<file path="src/rtl/uart_host_pkg.sv">
// Shared definitions for the UART host bridge: status bit positions,
// reads10 command codes and the bridge FSM state encoding.
// Imported by the bridge top level.
package uart_host_pkg;

  // Bit positions inside the uart_top status byte {3'b0,ovf,ferr,perr,txrdy,rxrdy}
  localparam int ST_RXRDY = 0;
  localparam int ST_TXRDY = 1;
  localparam int ST_PERR  = 2;
  localparam int ST_FERR  = 3;
  localparam int ST_OVF   = 4;

  // reads10 command codes driven towards uart_top
  localparam logic [1:0] RD_NONE = 2'b00;
  localparam logic [1:0] RD_DATA = 2'b01;
  localparam logic [1:0] RD_STAT = 2'b10;

  typedef enum logic [2:0] {
    S_IDLE,
    S_RD_STAT,
    S_DECIDE,
    S_RD_DATA,
    S_WR_DATA,
    S_SETTLE_W
  } state_e;

endpackage

</file>
<file path="src/rtl/uart_host_bridge_fifo.sv">
// Synchronous FIFO with power-of-two depth; head is presented combinationally.
// Latency: a pushed entry is visible at the head one cycle after the push edge.
// Push while full is accepted only together with a pop; pop while empty is ignored.
module sync_fifo #(
  parameter int WIDTH = 8,
  parameter int DEPTH = 16
) (
  input  logic             clk,
  input  logic             rst,
  input  logic             push_i,
  input  logic [WIDTH-1:0] push_dat_i,
  input  logic             pop_i,
  output logic [WIDTH-1:0] pop_dat_o,
  output logic             full_o,
  output logic             empty_o
);

  localparam int AW = $clog2(DEPTH);

  logic [WIDTH-1:0] mem_q [DEPTH];
  logic [AW-1:0]    wr_ptr_q;
  logic [AW-1:0]    rd_ptr_q;
  logic [AW:0]      cnt_q;
  logic             do_push;
  logic             do_pop;

  assign empty_o   = (cnt_q == '0);
  assign full_o    = (cnt_q == (AW+1)'(DEPTH));
  assign do_pop    = pop_i & ~empty_o;
  assign do_push   = push_i & (~full_o | pop_i);
  assign pop_dat_o = empty_o ? '0 : mem_q[rd_ptr_q];

  // Pointer and occupancy tracking; pointers wrap naturally at DEPTH
  always_ff @(posedge clk) begin
    if (rst) begin
      wr_ptr_q <= '0;
      rd_ptr_q <= '0;
      cnt_q    <= '0;
    end else begin
      if (do_push) wr_ptr_q <= wr_ptr_q + 1'b1;
      if (do_pop)  rd_ptr_q <= rd_ptr_q + 1'b1;
      case ({do_push, do_pop})
        2'b10:   cnt_q <= cnt_q + 1'b1;
        2'b01:   cnt_q <= cnt_q - 1'b1;
        default: cnt_q <= cnt_q;
      endcase
    end
  end

  // Storage array; contents need no reset since occupancy governs visibility
  always_ff @(posedge clk) begin
    if (do_push) mem_q[wr_ptr_q] <= push_dat_i;
  end

endmodule

</file>
<file path="src/rtl/uart_host_bridge.sv">
// Bus initiator for uart_top: polls status, drains RX bytes and feeds TX bytes via two FIFOs.
// Latency: tx push to writes0 is at least 4 cycles; each data access is followed by SETTLE idle cycles.
// Backpressure: tx_ready drops when the TX FIFO is full; a full RX FIFO leaves bytes in the UART.
// Optional feature macro: UART_HOST_ERRCNT_EN enables the saturating err_cnt counter.
module uart_host_bridge
  import uart_host_pkg::*;
#(
  parameter int DEPTH       = 16,
  parameter int POLL_CYCLES = 255,
  parameter int SETTLE      = 2
) (
  input  logic       clk,
  input  logic       rst,
  input  logic [7:0] tx_data,
  input  logic       tx_valid,
  output logic       tx_ready,
  output logic [7:0] rx_data,
  output logic [2:0] rx_err,
  output logic       rx_valid,
  input  logic       rx_ready,
  input  logic [7:0] uart_ds,
  input  logic       uart_int,
  output logic [1:0] reads10,
  output logic       writes0,
  output logic [7:0] out_port,
  output logic [7:0] err_cnt
);

  localparam int PW = (POLL_CYCLES > 1) ? $clog2(POLL_CYCLES + 1) : 1;
  localparam int SW = (SETTLE > 1) ? $clog2(SETTLE) : 1;

  state_e          state_q, state_d;
  logic [PW-1:0]   poll_q, poll_d;
  logic [SW-1:0]   settle_q, settle_d;
  logic [4:0]      stat_q, stat_d;
  logic            int_pend_q, int_pend_d;
  logic [1:0]      reads10_q, reads10_d;
  logic            writes0_q, writes0_d;
  logic [7:0]      out_port_q, out_port_d;

  logic            tx_full, tx_empty, tx_pop;
  logic [7:0]      tx_head;
  logic            rx_full, rx_empty, rx_push;
  logic [2:0]      stat_err;
  logic [10:0]     rx_head;

  assign stat_err = {stat_q[ST_OVF], stat_q[ST_FERR], stat_q[ST_PERR]};
  assign tx_pop   = (state_q == S_WR_DATA);
  assign rx_push  = (state_q == S_RD_DATA);

  sync_fifo #(.WIDTH(8), .DEPTH(DEPTH)) u_tx_fifo (
    .clk        (clk),
    .rst        (rst),
    .push_i     (tx_valid & ~tx_full),
    .push_dat_i (tx_data),
    .pop_i      (tx_pop),
    .pop_dat_o  (tx_head),
    .full_o     (tx_full),
    .empty_o    (tx_empty)
  );

  // RX entries carry the error flags seen in the status read that preceded the data read
  sync_fifo #(.WIDTH(11), .DEPTH(DEPTH)) u_rx_fifo (
    .clk        (clk),
    .rst        (rst),
    .push_i     (rx_push),
    .push_dat_i ({stat_err, uart_ds}),
    .pop_i      (rx_valid & rx_ready),
    .pop_dat_o  (rx_head),
    .full_o     (rx_full),
    .empty_o    (rx_empty)
  );

  assign tx_ready = ~tx_full;
  assign rx_valid = ~rx_empty;
  assign {rx_err, rx_data} = rx_head;
  assign reads10  = reads10_q;
  assign writes0  = writes0_q;
  assign out_port = out_port_q;

  // State register plus registered strobes and bookkeeping counters
  always_ff @(posedge clk) begin
    if (rst) begin
      state_q    <= S_IDLE;
      poll_q     <= PW'(POLL_CYCLES);
      settle_q   <= '0;
      stat_q     <= '0;
      int_pend_q <= 1'b0;
      reads10_q  <= RD_NONE;
      writes0_q  <= 1'b0;
      out_port_q <= 8'h00;
    end else begin
      state_q    <= state_d;
      poll_q     <= poll_d;
      settle_q   <= settle_d;
      stat_q     <= stat_d;
      int_pend_q <= int_pend_d;
      reads10_q  <= reads10_d;
      writes0_q  <= writes0_d;
      out_port_q <= out_port_d;
    end
  end

  // Next-state logic; strobes are decoded from the next state so they line up with it
  always_comb begin
    state_d    = state_q;
    poll_d     = poll_q;
    settle_d   = settle_q;
    stat_d     = stat_q;
    int_pend_d = int_pend_q | uart_int;
    case (state_q)
      S_IDLE: begin
        if (uart_int | int_pend_q | ~tx_empty | (poll_q == '0)) begin
          state_d    = S_RD_STAT;
          int_pend_d = 1'b0;
        end else begin
          poll_d = poll_q - 1'b1;
        end
      end
      S_RD_STAT: begin
        stat_d  = uart_ds[4:0];
        poll_d  = PW'(POLL_CYCLES);
        state_d = S_DECIDE;
      end
      S_DECIDE: begin
        if (stat_q[ST_RXRDY] & ~rx_full)       state_d = S_RD_DATA;
        else if (stat_q[ST_TXRDY] & ~tx_empty) state_d = S_WR_DATA;
        else                                   state_d = S_IDLE;
      end
      S_RD_DATA, S_WR_DATA: begin
        settle_d = SW'(SETTLE - 1);
        state_d  = S_SETTLE_W;
      end
      S_SETTLE_W: begin
        if (settle_q == '0) state_d = S_IDLE;
        else                settle_d = settle_q - 1'b1;
      end
      default: state_d = S_IDLE;
    endcase

    reads10_d  = RD_NONE;
    if (state_d == S_RD_STAT) reads10_d = RD_STAT;
    if (state_d == S_RD_DATA) reads10_d = RD_DATA;
    writes0_d  = (state_d == S_WR_DATA);
    out_port_d = writes0_d ? tx_head : 8'h00;
  end

`ifdef UART_HOST_ERRCNT_EN
  logic [7:0] err_cnt_q;

  // Count data reads whose captured status flagged any receive error, saturating
  always_ff @(posedge clk) begin
    if (rst) begin
      err_cnt_q <= 8'h00;
    end else if (rx_push && (stat_err != 3'b000) && (err_cnt_q != 8'hFF)) begin
      err_cnt_q <= err_cnt_q + 1'b1;
    end
  end

  assign err_cnt = err_cnt_q;
`else
  assign err_cnt = 8'h00;
`endif

endmodule

</file>
<file path="config.mk">
export PLATFORM = sky130hd
export DESIGN_NAME = uart_host_bridge
export DESIGN_NICKNAME = d
export VERILOG_FILES = /design/src/rtl/uart_host_pkg.sv /design/src/rtl/uart_host_bridge_fifo.sv /design/src/rtl/uart_host_bridge.sv
export SDC_FILE = /design/constraint.sdc
export NUM_CORES = 1
export LEC_CHECK = 0
export CAP_MARGIN = 20
export CORE_MARGIN = 10
export CORE_UTILIZATION = 55
export CTS_CLUSTER_DIAMETER = 60
export DETAILED_ROUTE_END_ITERATION = 8
export PLACE_DENSITY = 0.72
export SLEW_MARGIN = 40
export SYNTH_ARGS = -nofsm -noshare
export SYNTH_HDL_FRONTEND = slang
export SYNTH_SLANG_ARGS = --single-unit
</file>
<file path="constraint.sdc">
create_clock -name clk -period 4.3 [get_ports clk]
set_input_delay 0.86 -clock clk [delete_from_list [all_inputs] [get_ports clk]]
set_output_delay 0.86 -clock clk [all_outputs]
set_load 0.1 [all_outputs]
</file>
* Word-level counts from Yosys, hierarchy flattened
Memories as Yosys holds them, arrays and structs flattened. A register that Yosys moved wholly into a read port is not among the register bits. Cells that the tools add are included.
Word-level totals: flip-flop bits (word level) 47, bits in writable memories 304, bits of input ports 21, output and inout bits 32, logic and storage cells 93, memories 2
Memories:
- u_rx_fifo.mem_q | depth 16, bits a word 11, read ports 1, clocked after memory_dff 1, write ports 1, RTL line uart_host_bridge_fifo.sv:20 | logic [WIDTH-1:0] mem_q [DEPTH];
- u_tx_fifo.mem_q | depth 16, bits a word 8, read ports 1, clocked after memory_dff 1, write ports 1, RTL line uart_host_bridge_fifo.sv:20
Operators by class: add/subtract/negate cells 10, equal/unequal tests 15, mux-type cells 22, bitwise operators 18, reduce and logical (&&, ||, !) cells 12
Operators with widths (number):
- $pmux 5 s2 | 2
- $add 4x1->4 const B | 4
- $pmux 8 s2 | 1
- $pmux 3 s5 | 1
- $mux 3 | 4
- $mux 11 | 1
- $add 5x1->5 const B | 2
- $eq 5x5->1 const B | 2
- $logic_not 5->1 | 2
- $sub 5x1->5 const B | 2
- $eq 3x2->1 const B | 3
- $eq 3x3->1 const B | 3
- $and 1x1->1 | 8
- $logic_not 8->1 | 1
- $mux 1 | 8
- $mux 4 | 2
- $mux 8 | 1
- $reduce_bool 2->1 | 4
- $sub 8x1->8 const B | 1
- $eq 3x1->1 const B | 2
- $not 1->1 | 5
- $or 1x1->1 | 5
- $eq 2x1->1 const B | 2
- $eq 2x2->1 const B | 2
- other kinds (8) | 9

* Depth between registers and ports, before layout
Gate-level depths: netlist of run 1.
word-level depth 9, mapped depth 13

* Cells and area by module
A second synthesis of run 1 with hierarchy kept.
Second synthesis, totals: cells, all modules 884, area total of the unflattened synthesis 15167.0 um^2
By module, submodules not included:
- sync_fifo (u_rx_fifo) | instances 1, cells an instance 412, area each 7912.6 um^2, sequential area each 5625.4 um^2
- sync_fifo (u_tx_fifo) | instances 1, cells an instance 334, area each 6037.0 um^2, sequential area each 4184.0 um^2
- uart_host_bridge | instances 1, cells an instance 138, area each 1217.4 um^2, sequential area each 580.6 um^2

* Worst setup path after synthesis of run 1
Ideal clock, no wire load.
kind register -> output, start register u_rx_fifo.cnt_q[2], end output port rx_data[0], data arrival time 3196 ps, setup slack 244 ps, cell stages (with the launch flop) 7, buffers on the path 2, cell sequence dfxtp_1 clkbuf_1 nor4_2 nand2_1 nand2_1 clkbuf_1 o22ai_1
Between the ends: cells in the longest elaborated chain, start to end 2
Ends and longest elaborated chain:
- start: declaration | RTL line uart_host_bridge_fifo.sv:23 | logic [AW:0] cnt_q;
- start signal: assignment | RTL line uart_host_bridge_fifo.sv:43 | 2'b10: cnt_q <= cnt_q + 1'b1;
- start signal: assignment | RTL line uart_host_bridge_fifo.sv:44 | 2'b01: cnt_q <= cnt_q - 1'b1;
- start signal: assignment | RTL line uart_host_bridge_fifo.sv:45 | default: cnt_q <= cnt_q;
- $logic_not 5->1 | RTL line uart_host_bridge_fifo.sv:27 | assign empty_o = (cnt_q == '0);
- $mux 11 | RTL line uart_host_bridge_fifo.sv:31 | assign pop_dat_o = empty_o ? '0 : mem_q[rd_ptr_q];
- end: declaration | RTL line uart_host_bridge.sv:17 | output logic [7:0] rx_data,
No other way between the ends.

==> results_dict.tcl, run 1 <==
set metrics [dict create \
    globalRoute.totalOverflow 0 \
    postCtsSetupRepairBufs 0 \
    cts_tree "done" \
    final_common_cell "edfxtp_1" \
    die_height_um 182 \
    pwr-share-seq_pct 50.9 \
    crit_arrival_ps 2760 \
    synth_edf_count 304 \
    first_iter_violations 601 \
    hold_viol_final 0 \
    grt_pass1_wl_um 44300 \
    final_util_pct 63.0 \
    total_power_mw 7.72 \
    dp_hpwl_um 17700 \
    synth-main-ff-cell "edfxtp_1" \
    viasPerCell 5.91 \
    antennaDiodeCount 0 \
    portBuffers 44 \
    slowest_delay_ps 620 \
    cts_buffers 37 \
    ir_drop_mv 0.378 \
    path_clk_slew_ps 60 \
    root_buffer "clkbuf_16" \
    critPathRequiredTime_ps 3440 \
    dieWidth_um 182 \
    avgSynthCellArea_um2 17.8 \
    drt-total-wl_um 28100 \
    initial_utilization_pct 55.4 \
    outcome "completed" \
    crit_family "multiplexers" \
    clock-sinks 363 \
    worstSetupEndpointType "primary output" \
    mostFrequentLayoutCells "edfxtp_1, mux4_2, nor2_1" \
    skew_ps 20.4 \
    die_area_um2 33000 \
    yosysSeqAreaShare_pct 71.8 \
    synth_cells 805 \
    drtPass1Iterations 5 \
    cp_max_fo 33 \
    setup_violations 0 \
    vias 7325 \
    drc 0 \
    layout.nets 918 \
    wire_per_inst_um 22.7 \
    cts_buffer_depth 3 \
    rows 59 \
    synth.distinct_cells 52 \
    synth_top_area_share_pct 63.6 \
    post_dp_cell_area_um2 15200 \
    power_frac_comb_pct 10.0 \
    p_int_mw 5.85 \
    min_period_ps 3620 \
    path_buf_inv 2 \
    antenna_found_initial 0 \
    synth_async_sr_flop_share_pct 0 \
    switching_power_mw 1.87 \
    layout-drive-gt1-share_pct 22.8 \
    clkLatencyLatePin_ps 530 \
    cp_cell_sequence "buf_12 -> mux4_2 -> mux2i_1 -> o22ai_1 -> buf_4" \
    tightest_slew_ps 829 \
    design_area_um2 16300 \
    ctsResizeCount 0 \
    cts_hold_buf 0 \
    slew_violations 0 \
    finalCritPeriodShare_pct 84.1 \
    rsz0062_at_grt "false" \
    power_leakage_nw 5.32 \
    hold_class "reg -> reg" \
    relSlewSlack_pct 44.5 \
    io_pins 53 \
    power.clock.fraction_pct 39.1 \
    crit_path_start_kind "flop" \
    core_area_um2 25900 \
    grt_max_degree 44 \
    syn_area_um2 14400 \
    drtAntennaViolNets 0 \
    grt_pass1_vias 7812 \
    path_class "reg -> out" \
    yosysWarnings 0 \
    gp_congestion 0.765 \
    fin_tns_setup_ps 0 \
    p_sw_share_pct 24.2 \
    slowest_stage "dfxtp_2" \
    p_per_area_nw_per_um2 473 \
    area_growth_pct 13.7 \
    ctsHtreeMaxLevel 2 \
    max_cap_violations 0 \
    synth_top_area_cell "edfxtp_1" \
    synth_seq_cells 363 \
    fmax_mhz 276 \
    grt_use_total_pct 16.9 \
    synthTopCellsByArea "edfxtp_1, mux4_2, dfxtp_1, mux2i_1, nor2_1" \
]
-- flip-flops by register name, indices dropped and copies added (netlist names), named ones only --
register and count:
u_rx_fifo.wr_ptr_q 4, u_rx_fifo.rd_ptr_q 4, writes0 1, u_tx_fifo.mem_q 128, settle_q 1, stat_q 5
reads10 2, u_tx_fifo.rd_ptr_q 4, u_tx_fifo.wr_ptr_q 4, poll_q 8, u_rx_fifo.cnt_q 5, u_rx_fifo.mem_q 176
state_q 3, int_pend_q 1, u_tx_fifo.cnt_q 5, out_port 8
-- final timing paths --
kind / from / endpoint / slack (ps) / cells past startpoint
hold reg to reg: settle_q$_SDFFE_PP0P_ / settle_q$_SDFFE_PP0P_ / 490 / 2
setup reg to reg: state_q[2]$_SDFF_PP0_ / u_tx_fifo.cnt_q[4]$_SDFFE_PP0P_ / 1010 / 10
setup / recovery: flop / rx_err[2] / 680 / 5
hold / removal: settle_q$_SDFFE_PP0P_ / settle_q$_SDFFE_PP0P_ / 490 / 2
-- synthesized netlist by cell type, drive strengths merged (2+ instances only) --
| library cell | instances |
|---|---|
| mux2i | 31 |
| buf | 26 |
| a22oi | 17 |
| a21oi | 22 |
| nand3b | 2 |
| nand3 | 7 |
| nor3b | 6 |
| nor2b | 5 |
| nor4 | 4 |
| dfxtp | 59 |
| xnor2 | 7 |
| a21o | 2 |
| o22ai | 12 |
| clkbuf | 23 |
| mux4 | 76 |
| and2 | 2 |
| nor2 | 67 |
| a21boi | 2 |
| nand2 | 24 |
| a211o | 3 |
| xor2 | 16 |
| nor4b | 2 |
| or3b | 3 |
| o21ai | 5 |
| nand2b | 8 |
| ha | 20 |
| or3 | 3 |
| edfxtp | 304 |
| a31oi | 3 |
| inv | 16 |
| nand4 | 7 |
| nor3 | 11 |
-- layout make-up --
type | instances | area (µm²)
sequential | 363 | 10300
fill | 1764 | 9580
multi-input combinational | 384 | 3800
clock buffer | 50 | 1010
timing repair buffer | 74 | 586
tap | 335 | 419
clock inverter | 18 | 148
inverter | 16 | 60.1
-- kinds of logic (layout without fill, tap and decap cells) --
group           after synthesis  count (layout)  synth area share, %
compound gates               71              71                 3.28
mux                         108             108                 14.2
other cells                   1               8               0.0261
simple gates                153             153                 5.45
buf+inv                      65             158                 2.01
fa+ha+maj                    21              21                 1.88
xor+xnor                     23              23                 1.40
flops                       363             363                 71.8
-- worst min-delay path: stages, from the launching register on --
cell and delay (ps):
dfxtp_1 310, nand2_1 50, a31oi_1 70
-- power by group through the flow --
| stage | combinational [mW] | sequential [mW] | clock [mW] |
|---|---|---|---|
| 2_1_floorplan | 0.573 | 4.01 | 0 |
| 3_3_place_gp | 0.762 | 4.00 | 0 |
| 3_5_place_dp | 0.772 | 4.01 | 0 |
| 4_1_cts | 0.777 | 3.94 | 3.08 |
| 5_1_grt | 0.822 | 3.94 | 3.22 |
| 6_report | 0.770 | 3.93 | 3.02 |
-- metal layers --
metal  wire, µm  GRT usage, %  up-vias
met3       1420          3.16       47
met5          0             0        -
li1           -             -     3288
met2      14400          28.8      206
met4        587          5.24        0
met1      11800          21.4     3784
-- metrics by stage --
| stage | std cells | setup slack (ps) | hold slack, ps |
|---|---|---|---|
| 2_1_floorplan | 812 | 244 | 458 |
| 4_1_cts | 1240 | 601 | 488 |
| 3_5_place_dp | 1172 | 702 | 480 |
| 5_1_grt | 1240 | 486 | 514 |
| 3_3_place_gp | 1172 | 769 | 473 |
| 6_report | 1240 | 682 | 486 |
Note: power is estimated with default switching activity, not from simulation.
==> run 2, diff against run 1 <==
--- a/config.mk
+++ b/config.mk
@@ -10,7 +10,7 @@
 export CORE_UTILIZATION = 55
 export CTS_CLUSTER_DIAMETER = 60
 export DETAILED_ROUTE_END_ITERATION = 8
-export PLACE_DENSITY = 0.72
+export PLACE_DENSITY = 0.75
 export SLEW_MARGIN = 40
 export SYNTH_ARGS = -nofsm -noshare
 export SYNTH_HDL_FRONTEND = slang
==> constraint.sdc (replaced) <==
create_clock -name clk -period 3.14 [get_ports clk]
set_input_delay 0.628 -clock clk [delete_from_list [all_inputs] [get_ports clk]]
set_output_delay 0.628 -clock clk [all_outputs]
set_load 0.1 [all_outputs]
==> results_dict.tcl, run 2 (synthesized netlist as in run 1, its figures left out) <==
set metrics [dict create \
    clock-sinks 363 \
    top_regs "u_rx_fifo.mem_q: 176 flops, u_tx_fifo.mem_q: 128 flops" \
    finalCritPeriodShare_pct 96.7 \
    p_int_mw 8.30 \
    area_growth_pct 17.5 \
    drtPass1Iterations 5 \
    grt_pass1_wl_um 45700 \
    first_iter_violations 858 \
    r2r-end "u_tx_fifo.cnt_q[4]$_SDFFE_PP0P_" \
    switching_power_mw 2.55 \
    die_area_um2 33000 \
    max_cap_violations 0 \
    cp-endpoint "rx_err[1]" \
    ir_drop_mv 0.408 \
    crit_family "multiplexers" \
    core_area_um2 25900 \
    post_dp_cell_area_um2 15700 \
    setup_violations 0 \
    slowest_delay_ps 510 \
    final_common_cell "edfxtp_1" \
    path_buf_inv 2 \
    cts_tree "done" \
    rows 59 \
    grt_use_total_pct 17.6 \
    power_leakage_nw 5.58 \
    power.clock.fraction_pct 38.9 \
    path_clk_slew_ps 60 \
    relSlewSlack_pct 41.0 \
    grt_max_degree 43 \
    rsz0062_at_grt "false" \
    post-place-ws_ps -104 \
    drc 0 \
    skew_ps 17.3 \
    cts_buffers 36 \
    die_height_um 182 \
    gp_congestion 0.866 \
    ctsHtreeMaxLevel 2 \
    crit_cells 5 \
    reg2reg_slack_ps 110 \
    io_pins 53 \
    wire_per_inst_um 23.1 \
    outcome "completed" \
    hold_viol_final 0 \
    mostFrequentLayoutCells "edfxtp_1, mux4_2, buf_4" \
    clkLatencyLatePin_ps 520 \
    portBuffers 44 \
    critPathRequiredTime_ps 2510 \
    top_register "u_rx_fifo.mem_q" \
    cts_buffer_depth 3 \
    layout.nets 949 \
    min_period_ps 3040 \
    crit_arrival_ps 2410 \
    grt_pass1_vias 7854 \
    globalRoute.totalOverflow 0 \
    dp_hpwl_um 18900 \
    postCtsSetupRepairBufs 0 \
    drt-total-wl_um 29300 \
    p_sw_share_pct 23.5 \
    vias 7592 \
    hold_slack_ps 497 \
    final_util_pct 65.1 \
    design_area_um2 16900 \
    hold_class "reg -> reg" \
    fillers 1646 \
    viasPerCell 5.98 \
    total_power_mw 10.9 \
    dieWidth_um 182 \
    largest_register_ffs 176 \
    worstSetupEndpointType "primary output" \
    slowest_stage "mux4_2" \
    slew_violations 0 \
    drtAntennaViolNets 0 \
    hold-path-cell-count 2 \
    power_frac_comb_pct 11.5 \
    tightest_slew_ps 883 \
    p_per_area_nw_per_um2 643 \
    antenna_found_initial 1 \
    fmax_mhz 329 \
    cp_cell_sequence "bufbuf_16 -> mux4_2 -> mux2i_1 -> o22ai_2 -> buf_12" \
    crit_path_start_kind "flop" \
    initial_utilization_pct 55.4 \
    layout-drive-gt1-share_pct 26.3 \
    cp_max_fo 16 \
    pwr-share-seq_pct 49.6 \
    fin_ws_ps 102 \
    root_buffer "clkbuf_16" \
    path_class "reg -> out" \
    r2r_cells 10 \
    r2r_start "state_q[0]$_SDFF_PP0_" \
]
==> run 2: cell types whose count changed in the layout (fill, tap and decap cells not counted), sizes merged, moves of 3 or more <==
| cell | delta |
|---|---|
| buf | +31 |
| bufinv | +3 |
| clkbuf | -3 |
| clkinvlp | -4 |
==> run 2: worst min path at each step <==
stage                            endpoint  slack, ps                  start
finish              settle_q$_SDFFE_PP0P_        500  settle_q$_SDFFE_PP0P_
global route        settle_q$_SDFFE_PP0P_        530  settle_q$_SDFFE_PP0P_
CTS                 settle_q$_SDFFE_PP0P_        500  settle_q$_SDFFE_PP0P_
detailed placement  settle_q$_SDFFE_PP0P_        490  settle_q$_SDFFE_PP0P_
global placement    settle_q$_SDFFE_PP0P_        470  settle_q$_SDFFE_PP0P_
floorplan           settle_q$_SDFFE_PP0P_        460  settle_q$_SDFFE_PP0P_
==> run 2: layout make-up <==
class	count	area (µm²)	area share [%]
antenna	1	2.50	0.0148
clock buffer	47	973	5.77
timing repair buffer	106	1020	6.05
clock inverter	17	188	1.11
sequential	363	10300	61.1
tap	335	419	2.48
multi-input combinational	384	3890	23.1
inverter	16	60.1	0.356
==> run 2: worst reg2reg max path, delay by kind of cell (launching register included) <==
kind	cells	cell delay [ps]
buffers and inverters	1	100
multiplexers	1	280
flip-flops	1	370
AND/OR/NAND/NOR	4	1190
AO/OA/AOI/OAI	2	280
adder cells (fa/ha/maj)	2	680
==> run 2: power by group through the flow <==
| stage | combinational (mW) | clock (mW) | sequential, mW |
|---|---|---|---|
| 5_1_grt | 1.32 | 4.48 | 5.39 |
| 3_3_place_gp | 1.19 | 0 | 5.47 |
| 4_1_cts | 1.25 | 4.28 | 5.38 |
| 2_1_floorplan | 0.815 | 0 | 5.49 |
| 6_report | 1.25 | 4.22 | 5.38 |
| 3_5_place_dp | 1.22 | 0 | 5.48 |
==> run 2: per-stage QoR <==
stage | instances | TNS [ps]
floorplan | 812 | 0
global placement | 1203 | 0
detailed placement | 1203 | -104
CTS | 1268 | 0
global route | 1269 | 0
finish | 1269 | 0
==> run 2: layer usage <==
layer,global-route usage (%),wire [µm]
met5,0,0
met4,5.37,629
met3,2.90,1870
met2,29.0,14600
met1,23.6,12200
==> run 2: timing repair <==
action,4_1_cts,5_1_grt
endpoints found under the hold margin,0,0
gates resized for setup,2,2
endpoints found under the setup margin,7,2
gates cloned,1,0
pin swaps,0,0
hold buffers,0,0
==> run 3, diff against run 2 <==
--- a/config.mk
+++ b/config.mk
@@ -10,7 +10,7 @@
 export CORE_UTILIZATION = 55
 export CTS_CLUSTER_DIAMETER = 60
 export DETAILED_ROUTE_END_ITERATION = 8
-export PLACE_DENSITY = 0.75
+export PLACE_DENSITY = 0.76
 export SLEW_MARGIN = 40
 export SYNTH_ARGS = -nofsm -noshare
 export SYNTH_HDL_FRONTEND = slang
==> results_dict.tcl, run 3 (synthesized netlist as in run 1, its figures left out) <==
set metrics [dict create \
    cp-endpoint "rx_err[1]" \
    cts_buffers 36 \
    ir_drop_mv 0.410 \
    slew_violations 0 \
    io_pins 53 \
    setup_violations 0 \
    ctsHtreeMaxLevel 2 \
    skew_ps 20.4 \
    layout.nets 939 \
    finalCritPeriodShare_pct 95.8 \
    wire_per_inst_um 21.8 \
    area_growth_pct 17.2 \
    outcome "completed" \
    drtPass1Iterations 5 \
    multiInputGateArea_um2 3880 \
    grt_pass1_wl_um 43500 \
    die_height_um 182 \
    max_cap_violations 0 \
    postCtsSetupRepairBufs 0 \
    top_register "u_rx_fifo.mem_q" \
    ctsResizeCount 1 \
    fmax_mhz 332 \
    r2r_start "state_q[0]$_SDFF_PP0_" \
    mostFrequentLayoutCells "edfxtp_1, mux4_2, nor2_1" \
    tightest_slew_ps 825 \
    dp_hpwl_um 16700 \
    cts_hold_buf 0 \
    die_area_um2 33000 \
    fillers 1686 \
    crit_arrival_ps 2380 \
    grt_pass1_vias 7504 \
    cts_tree "done" \
    clkLatencyLatePin_ps 510 \
    antenna_found_initial 0 \
    globalRoute.totalOverflow 0 \
    relSlewSlack_pct 44.7 \
    grt_use_total_pct 16.6 \
    critPathRequiredTime_ps 2510 \
    top_regs "u_rx_fifo.mem_q: 176 flops, u_tx_fifo.mem_q: 128 flops" \
    min_period_ps 3010 \
    layout.area.seq_um2 10300 \
    power_leakage_nw 5.54 \
    gp_congestion 0.780 \
    hold_viol_final 0 \
    reg2reg_slack_ps 220 \
    dieWidth_um 182 \
    portBuffers 44 \
    crit_path_start_kind "flop" \
    initial_utilization_pct 55.4 \
    path_clk_slew_ps 60 \
    r2r_cells 10 \
    root_buffer "clkbuf_16" \
    cts_buffer_depth 3 \
    antennaDiodeCount 0 \
    hold-path-cell-count 2 \
    hold_class "reg -> reg" \
    layout-drive-gt1-share_pct 26.3 \
    drt-total-wl_um 27500 \
    vias 7301 \
    first_iter_violations 623 \
    final_common_cell "edfxtp_1" \
    drc 0 \
    rsz0062_at_grt "false" \
    core_area_um2 25900 \
    path_class "reg -> out" \
    cp_max_fo 20 \
    total_power_mw 10.8 \
    p_per_area_nw_per_um2 641 \
    rows 59 \
    clock-sinks 363 \
    fin_tns_setup_ps 0 \
    drtAntennaViolNets 0 \
    largest_register_ffs 176 \
    r2r-end "u_tx_fifo.cnt_q[4]$_SDFFE_PP0P_" \
    grt_max_degree 43 \
    viasPerCell 5.80 \
    worstSetupEndpointType "primary output" \
]
[run 3: cell types whose count changed in the layout (fill, tap and decap cells not counted), moves of 3 or more]
cell	before	now
clkbuf_8	1	5
clkinvlp_4	0	4
clkbuf_1	9	6
buf_12	12	17
clkinv_1	7	1
buf_4	73	59
clkinv_2	3	7
[run 3: area by class of cell]
cell class | instances | share of cell area, %
clock buffer | 48 | 6.04
clock inverter | 17 | 0.966
inverter | 16 | 0.357
multi-input combinational | 384 | 23.0
sequential | 363 | 61.3
tap | 335 | 2.49
timing repair buffer | 96 | 5.84
[run 3: worst max-delay path: stages (launching register included)]
cell     delay [ps]
dfxtp_4         470
buf_12          240
mux4_2          530
mux2i_1         300
o22ai_2         140
buf_12          190
[run 3: metrics by stage]
stage / setup slack [ps] / util (%) / cells / area (µm²) / hold slack (ps)
2_1_floorplan: 39.5 / - / 812 / 14500 / 458
6_report: 131 / 65.0 / 1259 / 16800 / 508
4_1_cts: 83.9 / 65.0 / 1259 / 16800 / 506
5_1_grt: 30.1 / 65.0 / 1259 / 16800 / 512
3_5_place_dp: 30.9 / 60.4 / 1194 / 15700 / 494
3_3_place_gp: 32.1 / 60.4 / 1194 / 15700 / 477
[run 3: worst min-delay path by stage]
stage,from,slack [ps],endpoint
global placement,settle_q$_SDFFE_PP0P_,480,settle_q$_SDFFE_PP0P_
detailed placement,stat_q[1]$_SDFFE_PP0P_,490,stat_q[1]$_SDFFE_PP0P_
CTS,settle_q$_SDFFE_PP0P_,510,settle_q$_SDFFE_PP0P_
finish,poll_q[7]$_SDFFE_PP1P_,510,poll_q[7]$_SDFFE_PP1P_
global route,settle_q$_SDFFE_PP0P_,510,settle_q$_SDFFE_PP0P_
floorplan,settle_q$_SDFFE_PP0P_,460,settle_q$_SDFFE_PP0P_
[run 3: metal layers]
| metal | GRT usage (%) | routed length, µm | up-vias |
|---|---|---|---|
| met5 | 0 | 0 | - |
| met4 | 4.56 | 561 | 0 |
| met3 | 3.28 | 1680 | 47 |
| met2 | 26.2 | 13300 | 249 |
| met1 | 23.3 | 12000 | 3683 |
| li1 | - | - | 3322 |
[run 3: power by group]
| group | switching, mW | internal (mW) | leakage, nW | total (mW) |
|---|---|---|---|---|
| combinational | 0.741 | 0.470 | 1.73 | 1.21 |
| sequential | 0.0754 | 5.30 | 3.23 | 5.38 |
| clock | 1.75 | 2.46 | 0.572 | 4.21 |
| total | 2.57 | 8.23 | 5.54 | 10.8 |
==> patch 1 (flow settings as in run 1) <==
Add a define of `UART_HOST_ERRCNT_EN`.
--- a/src/rtl/uart_host_bridge.sv
+++ b/src/rtl/uart_host_bridge.sv
@@ -3,4 +3,6 @@
 // Backpressure: tx_ready drops when the TX FIFO is full; a full RX FIFO leaves bytes in the UART.
 // Optional feature macro: UART_HOST_ERRCNT_EN enables the saturating err_cnt counter.
+`define UART_HOST_ERRCNT_EN
+
 module uart_host_bridge
   import uart_host_pkg::*;
Behaviour: not the same (Yosys sat finds a counterexample within 10 cycles, from zero or initial values and one cycle with rst high).
==> patch 1 against run 1 <==
Wire length is 1.5% lower; largest power group unchanged; total power decreased by 1.1%; synthesized area up 3.4%; worst setup slack improved by 0.24 ns; utilization is essentially flat; die area rose by 3.0%; sequential cell count rose by 8; clock power about the same; critical path type unchanged; final area up 3.2%; fmax up 7.2%; clock skew about the same; combinational power fell by 17%.
==> patch 1: results <==
# TYPE chip_impl_metric gauge
chip_impl_metric{name="cp_data_arrival_time",unit="ns"} 2.51
chip_impl_metric{name="cp_max_fo",unit=""} 44
chip_impl_metric{name="grt_util_all_layers",unit="%"} 16.8
chip_impl_metric{name="placed_cells",unit=""} 1220
chip_impl_metric{name="timing.final.crit_period",unit="ns"} 3.37
chip_impl_metric{name="synth.mux.area_fraction",unit="%"} 14.6
chip_impl_metric{name="seq_power_share",unit="%"} 52.3
chip_impl_metric{name="ir_drop",unit="V"} 0.000352
chip_impl_metric{name="reg2reg_slack",unit="ns"} 1.28
chip_impl_info{name="min_delay_worst_endpoint",value="stat_q[0]$_SDFFE_PP0P_"} 1
chip_impl_metric{name="grt_pass1_wl",unit="um"} 43700
chip_impl_metric{name="place_ws",unit="ns"} 0.656
chip_impl_metric{name="p_switching",unit="mW"} 1.77
chip_impl_metric{name="grt_start_max_net_pins",unit=""} 49
chip_impl_info{name="r2r_start",value="state_q[0]$_SDFF_PP0_"} 1
chip_impl_metric{name="leakagePower",unit="nW"} 5.51
chip_impl_metric{name="post-dp-hpwl",unit="um"} 17500
chip_impl_metric{name="finalWeightedCongestion",unit=""} 0.768
chip_impl_metric{name="synthAdderAreaFrac",unit="%"} 1.74
chip_impl_metric{name="fillers",unit=""} 1876
chip_impl_metric{name="worstRegToRegCells",unit=""} 11
chip_impl_metric{name="finalNetCount",unit=""} 960
chip_impl_metric{name="post_synth_num_cell_types",unit=""} 54
chip_impl_info{name="timing.critical_path.to",value="rx_err[0]"} 1
chip_impl_metric{name="route.detailed.vias_per_inst",unit=""} 5.76
chip_impl_metric{name="power",unit="mW"} 7.64
chip_impl_info{name="outcome",value="completed"} 1
chip_impl_metric{name="postSynthAreaPerCell",unit="um^2"} 17.7
chip_impl_metric{name="skew",unit="ns"} 0.0204
chip_impl_info{name="r2r-end",value="u_rx_fifo.cnt_q[4]$_SDFFE_PP0P_"} 1
chip_impl_info{name="post_synth_main_area_contributors",value="sky130_fd_sc_hd__edfxtp_1, sky130_fd_sc_hd__mux4_2, sky130_fd_sc_hd__dfxtp_1, sky130_fd_sc_hd__mux2i_1, sky130_fd_sc_hd__nor2_1"} 1
chip_impl_metric{name="total_cts_buffers",unit=""} 38
## patch 1: changes by cell type in the layout (fill, tap and decap cells not counted), moves of 9 or more
cell and delta:
sky130_fd_sc_hd__clkinv_1 +10, sky130_fd_sc_hd__a22oi_1 -16, sky130_fd_sc_hd__mux4_2 -12, sky130_fd_sc_hd__mux2i_1 +10, sky130_fd_sc_hd__mux4_1 +10, sky130_fd_sc_hd__a211oi_2 +9
## patch 1: layer usage
metal	GRT usage, %	routed length [um]
met4	4.65	461
met2	28.8	14200
met1	21.3	11600
met5	0	0
met3	3.13	1450
## patch 1: final cells by class
class | count | area (um^2) | share of cell area, %
Clock buffer | 48 | 1030 | 6.11
Antenna cell | 1 | 2.50 | 0.0148
Sequential cell | 371 | 10500 | 62.2
Tap cell | 341 | 427 | 2.53
Multi-Input combinational cell | 413 | 4130 | 24.5
Clock inverter | 22 | 115 | 0.683
Inverter | 14 | 52.6 | 0.312
Timing Repair Buffer | 81 | 616 | 3.65
==> patch 2 (settings of run 1) <==
Made on the original files. Register the output `rx_err`, with the module's reset; this adds one clock of latency there. The other outputs are not delayed to match.
--- a/src/rtl/uart_host_bridge.sv
+++ b/src/rtl/uart_host_bridge.sv
@@ -29,4 +29,6 @@
   localparam int PW = (POLL_CYCLES > 1) ? $clog2(POLL_CYCLES + 1) : 1;
   localparam int SW = (SETTLE > 1) ? $clog2(SETTLE) : 1;
+
+  logic [2:0] rx_err_d;
 
   state_e          state_q, state_d;
@@ -74,5 +76,5 @@
   assign tx_ready = ~tx_full;
   assign rx_valid = ~rx_empty;
-  assign {rx_err, rx_data} = rx_head;
+  assign {rx_err_d, rx_data} = rx_head;
   assign reads10  = reads10_q;
   assign writes0  = writes0_q;
@@ -163,4 +165,12 @@
 `endif
 
+  always_ff @(posedge clk) begin
+    if (rst) begin
+      rx_err <= '0;
+    end else begin
+      rx_err <= rx_err_d;
+    end
+  end
+
 endmodule
 
Check against the original RTL: not equivalent (Yosys sat finds a counterexample within 10 cycles, from zero or initial values and one cycle with rst high).
==> patch 2 against run 1 <==
Register-to-register slack got worse by 0.02 ns; fmax fell by 1.4%; sequential cell count rose by 3; combinational power rose by 36%; clock skew rose by 0.0027 ns; sequential share of layout area barely moved; worst setup slack got worse by 0.052 ns; total power rose by 4.0%; synthesized area rose by 0.91%; critical path type unchanged; wire length rose by 5.2%; final area rose by 0.57%; via count rose by 3.6%.
==> patch 2: results <==
# TYPE chip_impl_metric gauge
chip_impl_info{name="yosys-top-cells-count",value="sky130_fd_sc_hd__edfxtp_1, sky130_fd_sc_hd__mux4_2, sky130_fd_sc_hd__nor2_1"} 1
chip_impl_metric{name="leakagePower",unit="nW"} 5.36
chip_impl_metric{name="timing_worst_slew_pin_value",unit="ns"} 0.842
chip_impl_metric{name="finalNetCount",unit=""} 931
chip_impl_metric{name="drt-initial-drc-count",unit=""} 631
chip_impl_metric{name="timing.hold.ws",unit="ns"} 0.499
chip_impl_info{name="timing.critical_path.to",value="rx_data[7]"} 1
chip_impl_info{name="cp_slowest_cell",value="sky130_fd_sc_hd__nor4_1"} 1
chip_impl_metric{name="grt_pass1_vias",unit=""} 8034
chip_impl_metric{name="route.met3.wl",unit="um"} 1720
chip_impl_metric{name="synthCells",unit=""} 823
chip_impl_metric{name="skew",unit="ns"} 0.0231
chip_impl_metric{name="fillers",unit=""} 1780
chip_impl_metric{name="total_cts_buffers",unit=""} 36
chip_impl_metric{name="post_drt_wl_per_cell",unit="um"} 23.6
chip_impl_metric{name="grt_util_met2",unit="%"} 31.2
chip_impl_metric{name="use_met1",unit="%"} 20.9
chip_impl_metric{name="synth-compound-area-share",unit="%"} 3.82
chip_impl_metric{name="globalRouteMet3Util",unit="%"} 3.22
chip_impl_metric{name="synthAdderAreaFrac",unit="%"} 1.86
chip_impl_metric{name="cp_max_fo",unit=""} 8
chip_impl_metric{name="synth.mux.area_fraction",unit="%"} 13.6
chip_impl_metric{name="yosysSeqAreaShare",unit="%"} 71.6
chip_impl_metric{name="ir_drop",unit="V"} 0.000493
chip_impl_metric{name="post-dp-hpwl",unit="um"} 18700
chip_impl_metric{name="placed_cells",unit=""} 1186
chip_impl_info{name="outcome",value="completed"} 1
chip_impl_metric{name="post_synth_xor_area_fraction",unit="%"} 1.45
chip_impl_metric{name="wl_met2",unit="um"} 15300
chip_impl_metric{name="cp_data_arrival_time",unit="ns"} 2.81
chip_impl_metric{name="placed_cell_area",unit="um^2"} 15300
chip_impl_info{name="critical_path.top_delay_family",value="simple AND/OR/NAND/NOR gates"} 1
==> patch 2: logic make-up (layout without fill, tap and decap cells) <==
kind of cell / Yosys count / in the layout
flops: 366 / 366
compound gates: 81 / 81
buf+inv: 66 / 152
simple gates: 159 / 159
mux: 105 / 105
other cells: 1 / 8
xor+xnor: 24 / 24
fa+ha+maj: 21 / 21
==> patch 2: cell type report <==
type	instances	area, um^2	share of cell area, %
multi-input combinational	398	3900	23.7
inverter	17	63.8	0.388
timing repair buffer	70	536	3.26
clock inverter	10	81.3	0.495
clock buffer	55	1050	6.42
sequential	366	10400	63.2
tap	335	419	2.55
==> patch 2: where the power goes <==
| group | leakage (nW) | internal, mW | switching (mW) | total [mW] |
|---|---|---|---|---|
| logic | 1.54 | 0.323 | 0.725 | 1.05 |
| clock network | 0.555 | 1.76 | 1.25 | 3.01 |
| registers | 3.26 | 3.91 | 0.0640 | 3.98 |
| total | 5.36 | 5.99 | 2.04 | 8.03 |
